File: config.mk
export PLATFORM = sky130hd
export DESIGN_NAME = if_fetch_stage_flat
export DESIGN_NICKNAME = d
export VERILOG_FILES = /design/src/rtl/if_fetch_stage_if.sv /design/src/rtl/if_fetch_stage.sv /design/src/flat_wrapper.sv
export SDC_FILE = /design/constraint.sdc
export NUM_CORES = 1
export LEC_CHECK = 0
export BUFFER_PORTS_ARGS = -buffer_cell sky130_fd_sc_hd__buf_2
export CORE_ASPECT_RATIO = 0.6
export CORE_MARGIN = 8
export CORE_UTILIZATION = 35
export CTS_CLUSTER_DIAMETER = 40
export CTS_CLUSTER_SIZE = 30
export DETAILED_ROUTE_END_ITERATION = 7
export GPL_ROUTABILITY_DRIVEN = 0
export PLACE_DENSITY = 0.65
export SETUP_SLACK_MARGIN = 0.1
export SKIP_CTS_REPAIR_TIMING = 1
export SYNTH_ARGS = -nofsm -noshare
export SYNTH_HDL_FRONTEND = slang
export SYNTH_SLANG_ARGS = --single-unit
File: constraint.sdc
create_clock -name clk -period 8.9 [get_ports clk]
set_input_delay 0.445 -clock clk [delete_from_list [all_inputs] [get_ports clk]]
set_output_delay 0.445 -clock clk [all_outputs]
set_load 0.01 [all_outputs]
File: src/rtl/if_fetch_stage_if.sv
// Instruction-memory request/response bundle between the fetch stage and a
// variable-latency instruction memory.
interface if_fetch_stage_if;
    logic        imem_req;
    logic [31:0] imem_addr;
    logic        imem_ready;
    logic [31:0] imem_rdata;

    modport master (output imem_req, imem_addr, input imem_ready, imem_rdata);
    modport slave  (input imem_req, imem_addr, output imem_ready, imem_rdata);
endinterface

File: src/rtl/if_fetch_stage.sv
// Instruction-fetch stage: PC, single-outstanding imem requests, one-entry
// return buffer for ID stalls, branch redirect/drain and the IF/ID register.
module if_fetch_stage #(
    parameter logic [31:0] RESET_PC = 32'h0000_0000,
    parameter logic [31:0] NOP_INST = 32'h0000_0013
) (
    input  logic                     clk,
    input  logic                     rst,
    input  logic                     PC_EN_IF,
    input  logic                     reg_FD_EN,
    input  logic                     reg_FD_stall,
    input  logic                     reg_FD_flush,
    input  logic                     Branch_ID,
    input  logic [31:0]              PC_target_ID,
    if_fetch_stage_if.master         imem,
    output logic [31:0]              PC_IF,
    output logic [31:0]              PC_ID,
    output logic [31:0]              inst_ID,
    output logic                     valid_ID,
    output logic [1:0]               dbg_state
);

    localparam logic [1:0] ST_IDLE  = 2'd0;
    localparam logic [1:0] ST_FETCH = 2'd1;
    localparam logic [1:0] ST_HOLD  = 2'd2;
    localparam logic [1:0] ST_DRAIN = 2'd3;

    logic [1:0]  state, next_state;
    logic [31:0] next_pc;
    logic [31:0] drain_addr;
    logic [31:0] buf_inst;
    logic        capture;
    logic        req;
    logic        rsp;
    logic        advance;
    logic        redirect;
    logic        deliver_ok;
    logic [31:0] deliver_inst;
    logic [31:0] target;

    // Handshake: req/addr stay stable from assertion until the cycle ready is
    // seen with req high; that cycle completes the single outstanding request.
    // ready while req is low carries no meaning and is masked off.
    assign req            = (state == ST_FETCH) || (state == ST_DRAIN);
    assign rsp            = req & imem.imem_ready;
    assign imem.imem_req  = req;
    assign imem.imem_addr = (state == ST_DRAIN) ? drain_addr : PC_IF;
    assign dbg_state      = state;

    assign advance  = PC_EN_IF & ~reg_FD_stall & reg_FD_EN;
    assign redirect = PC_EN_IF & Branch_ID;
    assign target   = PC_target_ID & ~32'h3;

    // PC_IF is frozen in HOLD, so it still names the buffered instruction.
    assign deliver_ok   = advance & ~redirect &
                          (((state == ST_FETCH) & rsp) | (state == ST_HOLD));
    assign deliver_inst = (state == ST_HOLD) ? buf_inst : imem.imem_rdata;

    always_comb begin
        next_state = state;
        next_pc    = PC_IF;
        capture    = 1'b0;
        case (state)
            ST_IDLE: begin
                next_state = ST_FETCH;
                if (redirect) next_pc = target;
            end
            ST_FETCH: begin
                if (redirect) begin
                    next_pc = target;
                    if (!rsp) next_state = ST_DRAIN;
                end else if (rsp) begin
                    if (advance) begin
                        next_pc = PC_IF + 32'd4;
                    end else begin
                        capture    = 1'b1;
                        next_state = ST_HOLD;
                    end
                end
            end
            ST_HOLD: begin
                if (redirect) begin
                    next_pc    = target;
                    next_state = ST_FETCH;
                end else if (advance) begin
                    next_pc    = PC_IF + 32'd4;
                    next_state = ST_FETCH;
                end
            end
            default: begin
                if (redirect) next_pc = target;
                if (rsp) next_state = ST_FETCH;
            end
        endcase
    end

    always_ff @(posedge clk or posedge rst) begin
        if (rst) begin
            state      <= ST_IDLE;
            PC_IF      <= RESET_PC;
            drain_addr <= 32'h0;
            buf_inst   <= NOP_INST;
            PC_ID      <= 32'h0;
            inst_ID    <= NOP_INST;
            valid_ID   <= 1'b0;
        end else begin
            state <= next_state;
            PC_IF <= next_pc;
            if (capture) buf_inst <= imem.imem_rdata;
            if ((state == ST_FETCH) && redirect && !rsp) drain_addr <= PC_IF;
            // Any IF/ID load that is not a real delivery becomes a bubble.
            if (reg_FD_EN) begin
                if (reg_FD_flush) begin
                    inst_ID  <= NOP_INST;
                    valid_ID <= 1'b0;
                end else if (!reg_FD_stall) begin
                    PC_ID <= PC_IF;
                    if (deliver_ok) begin
                        inst_ID  <= deliver_inst;
                        valid_ID <= 1'b1;
                    end else begin
                        inst_ID  <= NOP_INST;
                        valid_ID <= 1'b0;
                    end
                end
            end
        end
    end

endmodule

File: src/flat_wrapper.sv
// flat-port wrapper written by rule: the top's interface ports become plain ports
module if_fetch_stage_flat 
#(
    parameter logic [31:0] RESET_PC = 32'h0000_0000,
    parameter logic [31:0] NOP_INST = 32'h0000_0013
)
  (clk, rst, PC_EN_IF, reg_FD_EN, reg_FD_stall, reg_FD_flush, Branch_ID, PC_target_ID, PC_IF, PC_ID, inst_ID, valid_ID, dbg_state, imem_imem_req, imem_imem_addr, imem_imem_ready, imem_imem_rdata);
  if_fetch_stage_if imem_i ();
  input  logic clk;
  input  logic rst;
  input  logic PC_EN_IF;
  input  logic reg_FD_EN;
  input  logic reg_FD_stall;
  input  logic reg_FD_flush;
  input  logic Branch_ID;
  input  logic [31:0] PC_target_ID;
  output logic [31:0] PC_IF;
  output logic [31:0] PC_ID;
  output logic [31:0] inst_ID;
  output logic valid_ID;
  output logic [1:0] dbg_state;
  output wire logic [$bits(imem_i.imem_req)-1:0] imem_imem_req;
  output wire logic [$bits(imem_i.imem_addr)-1:0] imem_imem_addr;
  input wire logic [$bits(imem_i.imem_ready)-1:0] imem_imem_ready;
  input wire logic [$bits(imem_i.imem_rdata)-1:0] imem_imem_rdata;
  assign imem_imem_req = imem_i.imem_req;
  assign imem_imem_addr = imem_i.imem_addr;
  assign imem_i.imem_ready = imem_imem_ready;
  assign imem_i.imem_rdata = imem_imem_rdata;
  if_fetch_stage #(.RESET_PC(RESET_PC), .NOP_INST(NOP_INST)) u_core (.clk(clk), .rst(rst), .PC_EN_IF(PC_EN_IF), .reg_FD_EN(reg_FD_EN), .reg_FD_stall(reg_FD_stall), .reg_FD_flush(reg_FD_flush), .Branch_ID(Branch_ID), .PC_target_ID(PC_target_ID), .imem(imem_i), .PC_IF(PC_IF), .PC_ID(PC_ID), .inst_ID(inst_ID), .valid_ID(valid_ID), .dbg_state(dbg_state));
endmodule
# ---- Word-level counts from Yosys, hierarchy flattened
# Cells that the tools add are included.
dict set report totals {
  wordCells 64
  register_bits 163
  inputBits 72
  out_inout_bits 132
}
dict set report op_classes {
  n_mux 26
  addsub 1
  n_eq_ne 8
  n_bitwise 11
  n_reduce_logical 11
}
# operator count
set op_table {}
lappend op_table {{32-bit two-way mux} 10}
lappend op_table {{32-bit one-hot mux with 2 select lines} 1}
lappend op_table {{32-bit by 3-bit adder with 32-bit output (second input constant)} 1}
lappend op_table {{2-bit two-way mux} 7}
lappend op_table {{1-bit AND} 7}
lappend op_table {{1-bit two-way mux} 7}
lappend op_table {{3-bit by 1-bit != test with 1-bit output (second input constant)} 2}
lappend op_table {{3-bit != test (second input constant)} 2}
lappend op_table {{2-bit one-hot mux with 3 select lines} 1}
lappend op_table {{5-bit AND reduction} 1}
lappend op_table {{2-bit == test (second input constant)} 2}
lappend op_table {{2-bit AND reduction} 2}
lappend op_table {{4-bit nonzero test} 1}
lappend op_table {{1-bit NOT} 3}
lappend op_table {{3-bit AND reduction} 1}
lappend op_table {{3-bit nonzero test} 1}
lappend op_table {{2-bit by 1-bit == test with 1-bit output (second input constant)} 1}
lappend op_table {{1-bit logical AND} 2}
lappend op_table {{2-bit logical NOT} 1}
lappend op_table {{2-bit by 1-bit != test with 1-bit output (second input constant)} 1}
lappend op_table {{1-bit logical NOT} 1}
lappend op_table {{1-bit logical OR} 1}
lappend op_table {{1-bit OR} 1}

# ---- Logic depth before layout (Yosys ltp)
# Gate-level depths: netlist of run 1.
dict set report logic_depth {
  ltp_word 9
  mapped_depth 9
}

# ---- Worst setup path after synthesis of run 1
# OpenSTA, ideal clock, no wires.
dict set report synth_timing {
  path_kind {register -> output}
  startpoint {register u_core.state[0] (netlist: u_core.dbg_state[0])}
  endpoint {output imem_imem_addr[11]}
  stages_incl_launch_ff 5
  arrival_ns 1.558
  required_time_ns 8.455
  n_path_buf 2
  setup_slack_ns 6.897
  path_cell_list {dfrtp_1 ha_1 clkbuf_1 clkbuf_1 mux2_2}
}
dict set report synth_between {
  elab_chain_cells 2
}
# element line_no
set synth_lines {}
lappend synth_lines {{start: declaration} if_fetch_stage.sv:28} ;# logic [1:0] state, next_state;
lappend synth_lines {{start signal: assignment} if_fetch_stage.sv:107} ;# state <= next_state;
lappend synth_lines {{2-bit == test} if_fetch_stage.sv:47} ;# assign imem.imem_addr = (state == ST_DRAIN) ? drain_addr : PC_IF;
lappend synth_lines {{32-bit two-way mux} if_fetch_stage.sv:47}
lappend synth_lines {{end: declaration} flat_wrapper.sv:23} ;# output wire logic [$bits(imem_i.imem_addr)-1:0] imem_imem_addr;
# Every way passes these cells.

# ---- Worst setup path in the final report of run 1
dict set report layout_timing {
  startpoint {register u_core.state[1] (netlist: u_core.dbg_state[1])}
  endpoint {output imem_imem_addr[26]}
}
# The elaborated chain is that of the path after synthesis.

==> impl_metrics.toml, run 1 <==
[timing]
setup-tns-final_ns = 0
maxSlewViolCount = 0
relSlewSlack_pct = 30.76
worst_pin_slew_ns = 1.036
timing.final.crit_share_pct = 31.08
fin_skew_ns = 0.007113
fmax_ghz = 0.3615
setup_violations = 0
hold_viol = 0
min_period_ns = 2.766
rsz0062_at_grt = "false"

[global_routing]
grt_pass1_vias = 5778
grt_max_degree = 93
track_usage_pct = 16.63
grt-ovfl-total = 0
grt_first_pass_wirelength_um = 34050
antenna_found_initial = 2

[place]
portBuffers = 195
dp_cells = 1096
hpwlAfterDp_um = 15520

[power]
p_clk_share_pct = 27.4
powerDensity_nw_per_um2 = 355.5
switching_power_mw = 1.190
p_comb_share_pct = 35.5
intPower_mw = 2.177
pwr-share-seq_pct = 37.1
cellLeakagePower_nw = 4.338
p_sw_share_pct = 35.35
ir_drop_mv = 0.1894

[floorplanning]
num_rows = 41
start_util_pct = 36.02
top_level_ports = 204
die_h_um = 130.4
core_area_um2 = 21190
fp.dieW_um = 206.6
design.die.area_um2 = 26940

[logic_synthesis]
synth_edf_count = 0
synth_mux_area_share_pct = 22.43
synth_top_family_by_area = "multiplexers"
synth_compound_area_share_pct = 9.016
yosysSeqAreaShare_pct = 51.57
synth.most_common_cell = "dfrtp_1"
synth_adder_area_share_pct = 0.8197
post_synth_and_or_nand_nor_area_fraction_pct = 11.25
synthTopCellsByArea = "dfrtp_1, mux2_2, mux2i_1"
synthArstFlopShare_pct = 100.0
syn_inst = 666
yosysWarnings = 0
ys_top_cells_by_count = "dfrtp_1, mux2_2, nand2_1"
synthFlopType = "dfrtp_1"
synth.distinct_cells = 61
synth_xor_xnor_area_share_pct = 0.3443
avgSynthCellArea_um2 = 11.46
ys_seq_elements = 157
syn_area_um2 = 7632
synth_top_area_share_pct = 49.51
synth_top_area_cell = "dfrtp_1"

[critical_path]
crit_type = "reg2out"
rrSetupSlack_ns = 6.31
crit_arrival_ns = 2.32
cp-start-kind = "flip-flop"
reg2reg_depth = 6
worst_path_max_delay_cell = "ha_2"
cp_data_required_time_ns = 8.46
crit_path_cell_trace = "ha_2 -> mux2_2 -> buf_2"
r2r-start = "u_core.dbg_state[0]$_DFFE_PP0P_"
cpPeakStageDelay_ns = 0.85
crit_path_max_fanout = 34
end_kind = "output pin"
crit_buf_inv = 1
crit_family = "adder cells"
r2r_end = "u_core.dbg_state[1]$_DFFE_PP0P_"

[detailed_routing]
wl_per_cell_um = 19.61
vias = 5752
drt-total-wl_um = 22120
drc = 0
drt-vias-per-instance = 5.099
first_pass_iters = 4
drt_iter0_drc = 347
antenna_left = 0

[final_layout]
instances_no_fill = 1128
nets = 913
layout-drive-gt1-share_pct = 45.47
area_delta_synth_final_pct = 24.13
antenna_cells = 0

[clock_tree]
clk_latency_ns = 0.42
cts_tree = "done"
cts_buffers = 17
clk_pin_slew_worst_paths_ns = 0.07
clock-sinks = 157
clock-root-buffer = "clkbuf_16"
h-tree-depth = 4
clockBufferDepth = 2

[min_path]
hold_class = "in2async"

[flow_run]
drv_cap = 0

[status]
status = "finished clean"
kinds of logic after synthesis:
family / count (synthesis)
AOI/OAI and AO/OA: 118
xor gates and xnor gates: 3
adders and majority gates: 5
buffers and inverters: 64
DFF: 157
muxes: 156
other: 1
and+or+nand+nor: 162
cells in the final DEF (no fill, tap or decap), types with 3 or more instances in the layout:
master	n
a21oi_1	28
nor2b_1	4
clkinv_4	3
and4_1	3
clkbuf_16	17
nor3_1	7
o21ai_0	54
and2_1	3
buf_4	5
nand3_1	20
nand2_2	3
bufinv_16	9
dfstp_2	6
conb_1	6
a22oi_1	5
mux2i_1	36
a211oi_1	4
ha_1	3
nor4_1	3
nand4_1	6
inv_1	9
and4_2	4
dfrtp_1	151
and3_1	5
nand2_1	74
o22ai_1	7
nor2_1	12
buf_2	195
mux2_2	120
registers in the layout (all words and copies together) (netlist names):
name,count
u_core.buf_inst,32
u_core.valid_ID,1
u_core.PC_ID,30
u_core.inst_ID,32
u_core.dbg_state,2
u_core.drain_addr,30
u_core.PC_IF,30
power groups by stage:
| stage | Clock [mW] | Sequential [mW] | Combinational [mW] |
|---|---|---|---|
| global placement | 0 | 1.24 | 1.19 |
| floorplan | 0 | 1.21 | 0.814 |
| detailed placement | 0 | 1.26 | 1.21 |
| global route | 0.975 | 1.30 | 1.31 |
| finish | 0.922 | 1.25 | 1.20 |
| CTS | 0.944 | 1.25 | 1.22 |
worst max-delay path by stage:
stage                                 endpoint  depth (start not counted)                       startpoint
2_1_floorplan     u_core.PC_ID[10]$_DFFE_PP0P_                          1                              rst
3_5_place_dp   u_core.dbg_state[0]$_DFFE_PP0P_                          6  u_core.dbg_state[0]$_DFFE_PP0P_
5_1_grt                     imem_imem_addr[26]                          3  u_core.dbg_state[1]$_DFFE_PP0P_
6_report                    imem_imem_addr[26]                          3  u_core.dbg_state[1]$_DFFE_PP0P_
3_3_place_gp   u_core.dbg_state[1]$_DFFE_PP0P_                          6  u_core.dbg_state[0]$_DFFE_PP0P_
4_1_cts                     imem_imem_addr[26]                          3  u_core.dbg_state[1]$_DFFE_PP0P_
metal layers:
| metal | vias up | GRT usage (%) | part of all wire (%) |
|---|---|---|---|
| li1 | 2700 | - | - |
| met1 | 2862 | 23.45 | 47 |
| met2 | 174 | 24.17 | 44 |
| met3 | 12 | 5.728 | 8.5 |
| met4 | 4 | 3.919 | 0.51 |
| met5 | - | 0 | 0.081 |
metrics by stage:
stage / cell area, um^2 / power, mW / worst slack [ns] / hold WS, ns / util, %
finish: 9474 / 3.368 / 6.134 / 0.1773 / 44.72
global route: 9474 / 3.586 / 5.982 / 0.2123 / 44.72
CTS: 9474 / 3.408 / 6.098 / 0.1992 / 44.72
detailed placement: 8732 / 2.469 / 6.284 / 0.4535 / 41.22
global placement: 8732 / 2.436 / 6.300 / 0.4487 / 41.22
floorplan: 7651 / 2.021 / 4.230 / 0.4497 / -
final cells by class:
| cell class | instances | area [um^2] |
|---|---|---|
| Clock buffer | 18 | 429.2 |
| Clock inverter | 14 | 312.8 |
| Fill cell | 2011 | 11710 |
| Inverter | 10 | 42.54 |
| Multi-Input combinational cell | 450 | 3391 |
| Sequential cell | 157 | 3936 |
| Tap cell | 279 | 349.1 |
| Timing Repair Buffer | 200 | 1013 |
Note: power is estimated with default switching activity, not from simulation.
==> inputs of run 2 (changes only) <==
--- a/config.mk
+++ b/config.mk
@@ -13,7 +13,7 @@
 export CTS_CLUSTER_SIZE = 30
 export DETAILED_ROUTE_END_ITERATION = 7
 export GPL_ROUTABILITY_DRIVEN = 0
-export PLACE_DENSITY = 0.65
+export PLACE_DENSITY = 0.67
 export SETUP_SLACK_MARGIN = 0.1
 export SKIP_CTS_REPAIR_TIMING = 1
 export SYNTH_ARGS = -nofsm -noshare
==> constraint.sdc (replaced) <==
create_clock -name clk -period 2.35 [get_ports clk]
set_input_delay 0.1175 -clock clk [delete_from_list [all_inputs] [get_ports clk]]
set_output_delay 0.1175 -clock clk [all_outputs]
set_load 0.01 [all_outputs]
==> run 2 against run 1 <==
Sequential share of layout area shrank 2.1 points. Largest cell class unchanged. Via count grew 4.9%. Clock power grew to 3.1 times the previous value. Highest routed layer is now met4. Global-route usage is essentially flat. Sequential power grew to 3.8 times the previous value. Largest power group is now combinational logic. Flip-flop and latch count is the same. Utilization grew 2.4 points. Critical path type is now reg2reg. Register-to-register slack lost 6.0 ns.
==> impl_metrics.toml, run 2 (synthesis gave the netlist of run 1 again) <==
[timing]
fmax_ghz = 0.4816
setup-tns-final_ns = 0
maxSlewViolCount = 0
fin_skew_ns = 0.009364
relSlewSlack_pct = 59.89
timing.final.crit_share_pct = 88.37
rsz0062_at_grt = "false"
min_period_ns = 2.077
setup_violations = 0
hold_viol = 0
layout_setup_ws_ns = 0.2734
worst_pin_slew_ns = 0.6016

[place]
portBuffers = 195
dp_cells = 1109
dp_slack_ns = 0.1500
hpwlAfterDp_um = 15900

[final_layout]
multi_input_area_um2 = 3402
layout-drive-gt1-share_pct = 43.85
final_common_cell = "buf_2"
nets = 974
ff_latch_area_um2 = 3936
instances_no_fill = 1190
top_regs = "u_core.buf_inst: 32 flops, u_core.inst_ID: 32 flops"
layout_common_cells = "buf_2, dfrtp_1, mux2_2, nand2_1, o21ai_0"
area_delta_synth_final_pct = 30.90
nFillCells = 1999

[global_routing]
antenna_found_initial = 1
grt_use_met2_pct = 23.84
grt-ovfl-total = 0
grt_util_met3_pct = 5.556
grt_util_met1_pct = 23.50
top_usage_layer = "met2"
grt_pass1_vias = 5983
grt_max_degree = 63
grt_first_pass_wirelength_um = 34430
track_usage_pct = 16.65

[floorplanning]
top_level_ports = 204
start_util_pct = 36.02
core_area_um2 = 21190
die_h_um = 130.4
num_rows = 41
design.die.area_um2 = 26940
fp.dieW_um = 206.6

[detailed_routing]
first_pass_iters = 4
vias = 6032
antenna_left = 0
drc = 0
drt_iter0_drc = 300
drt-total-wl_um = 22530
drt-vias-per-instance = 5.069
wl_per_cell_um = 18.93

[clock_tree]
clockBufferDepth = 2
cts_buffers = 17
clock-root-buffer = "clkbuf_16"
clock-sinks = 157
clk_pin_slew_worst_paths_ns = 0.07
cts_tree = "done"
h-tree-depth = 4
clk_latency_ns = 0.42

[min_path]
hold_class = "in2reg"

[critical_path]
cpPeakStageDelay_ns = 0.50
end_kind = "flip-flop"
crit_path_cell_trace = "ha_1 -> and4_1 -> and4_2 -> nand2_2 -> o22ai_1 -> o2bb2a_1"
worst_path_max_delay_cell = "dfrtp_1"
crit_type = "reg2reg"
crit_arrival_ns = 2.38
cp-start-kind = "flip-flop"
crit_path_max_fanout = 8
cp_data_required_time_ns = 2.65

[power]
powerDensity_nw_per_um2 = 1232
cellLeakagePower_nw = 4.557
power_mw = 12.31
ir_drop_mv = 0.6272

[flow_run]
drv_cap = 0

[status]
status = "finished clean"
-- run 2: path summary, 6_finish.rpt --
check	start	to	slack [ns]	depth (start not counted)
worst min register to register	u_core.inst_ID[0]$_DFFE_PP1P_	u_core.inst_ID[0]$_DFFE_PP1P_	0.47	2
min in group asynchronous	rst	u_core.buf_inst[5]$_DFFE_PP0P_	0.30	3
worst max-delay path	u_core.PC_IF[3]$_DFFE_PP0P_	u_core.PC_IF[20]$_DFFE_PP0P_	0.27	6
worst max register to register	u_core.PC_IF[3]$_DFFE_PP0P_	u_core.PC_IF[20]$_DFFE_PP0P_	0.27	6
worst min-delay path	PC_target_ID[13]	u_core.PC_IF[13]$_DFFE_PP0P_	0.0003	3
max in group asynchronous	rst	u_core.inst_ID[1]$_DFFE_PP1P_	1.31	4
-- run 2: area by class of cell --
class                           count  share of cell area [%]
Clock inverter                     11                   1.415
Timing Repair Buffer              261                   16.59
Inverter                           10                  0.4133
Clock buffer                       21                   4.609
Sequential cell                   157                   39.40
Tap cell                          279                   3.494
Antenna cell                        1                 0.02505
Multi-Input combinational cell    450                   34.05
-- run 2: power by group --
group,total (mW),internal [mW],switching [mW]
logic,4.74,2.33,2.41
clock network,2.87,1.72,1.15
registers,4.70,3.73,0.966
total,12.3,7.78,4.52
-- run 2: critical path: cells and delay by family (launching register included) --
| kind | cells | cell delay (ns) |
|---|---|---|
| fa+ha+maj | 1 | 0.29 |
| flops | 1 | 0.50 |
| simple gates | 3 | 0.81 |
| compound gates | 2 | 0.35 |
-- run 2: layer usage --
metal	part of all wire, %	wire (um)
met3	8.0	1799
met2	43	9650
met1	48	10820
met5	0	0
met4	1.1	258
-- run 2: stage by stage --
step	util (%)	hold WS [ns]	instance area [um^2]
after floorplan	-	0.2343	7655
after global placement	42.00	0.1914	8899
after detailed placement	42.00	0.2008	8899
after CTS	44.84	-0.2638	9500
after global routing	47.16	0.003720	9991
final	47.16	0.0002752	9991
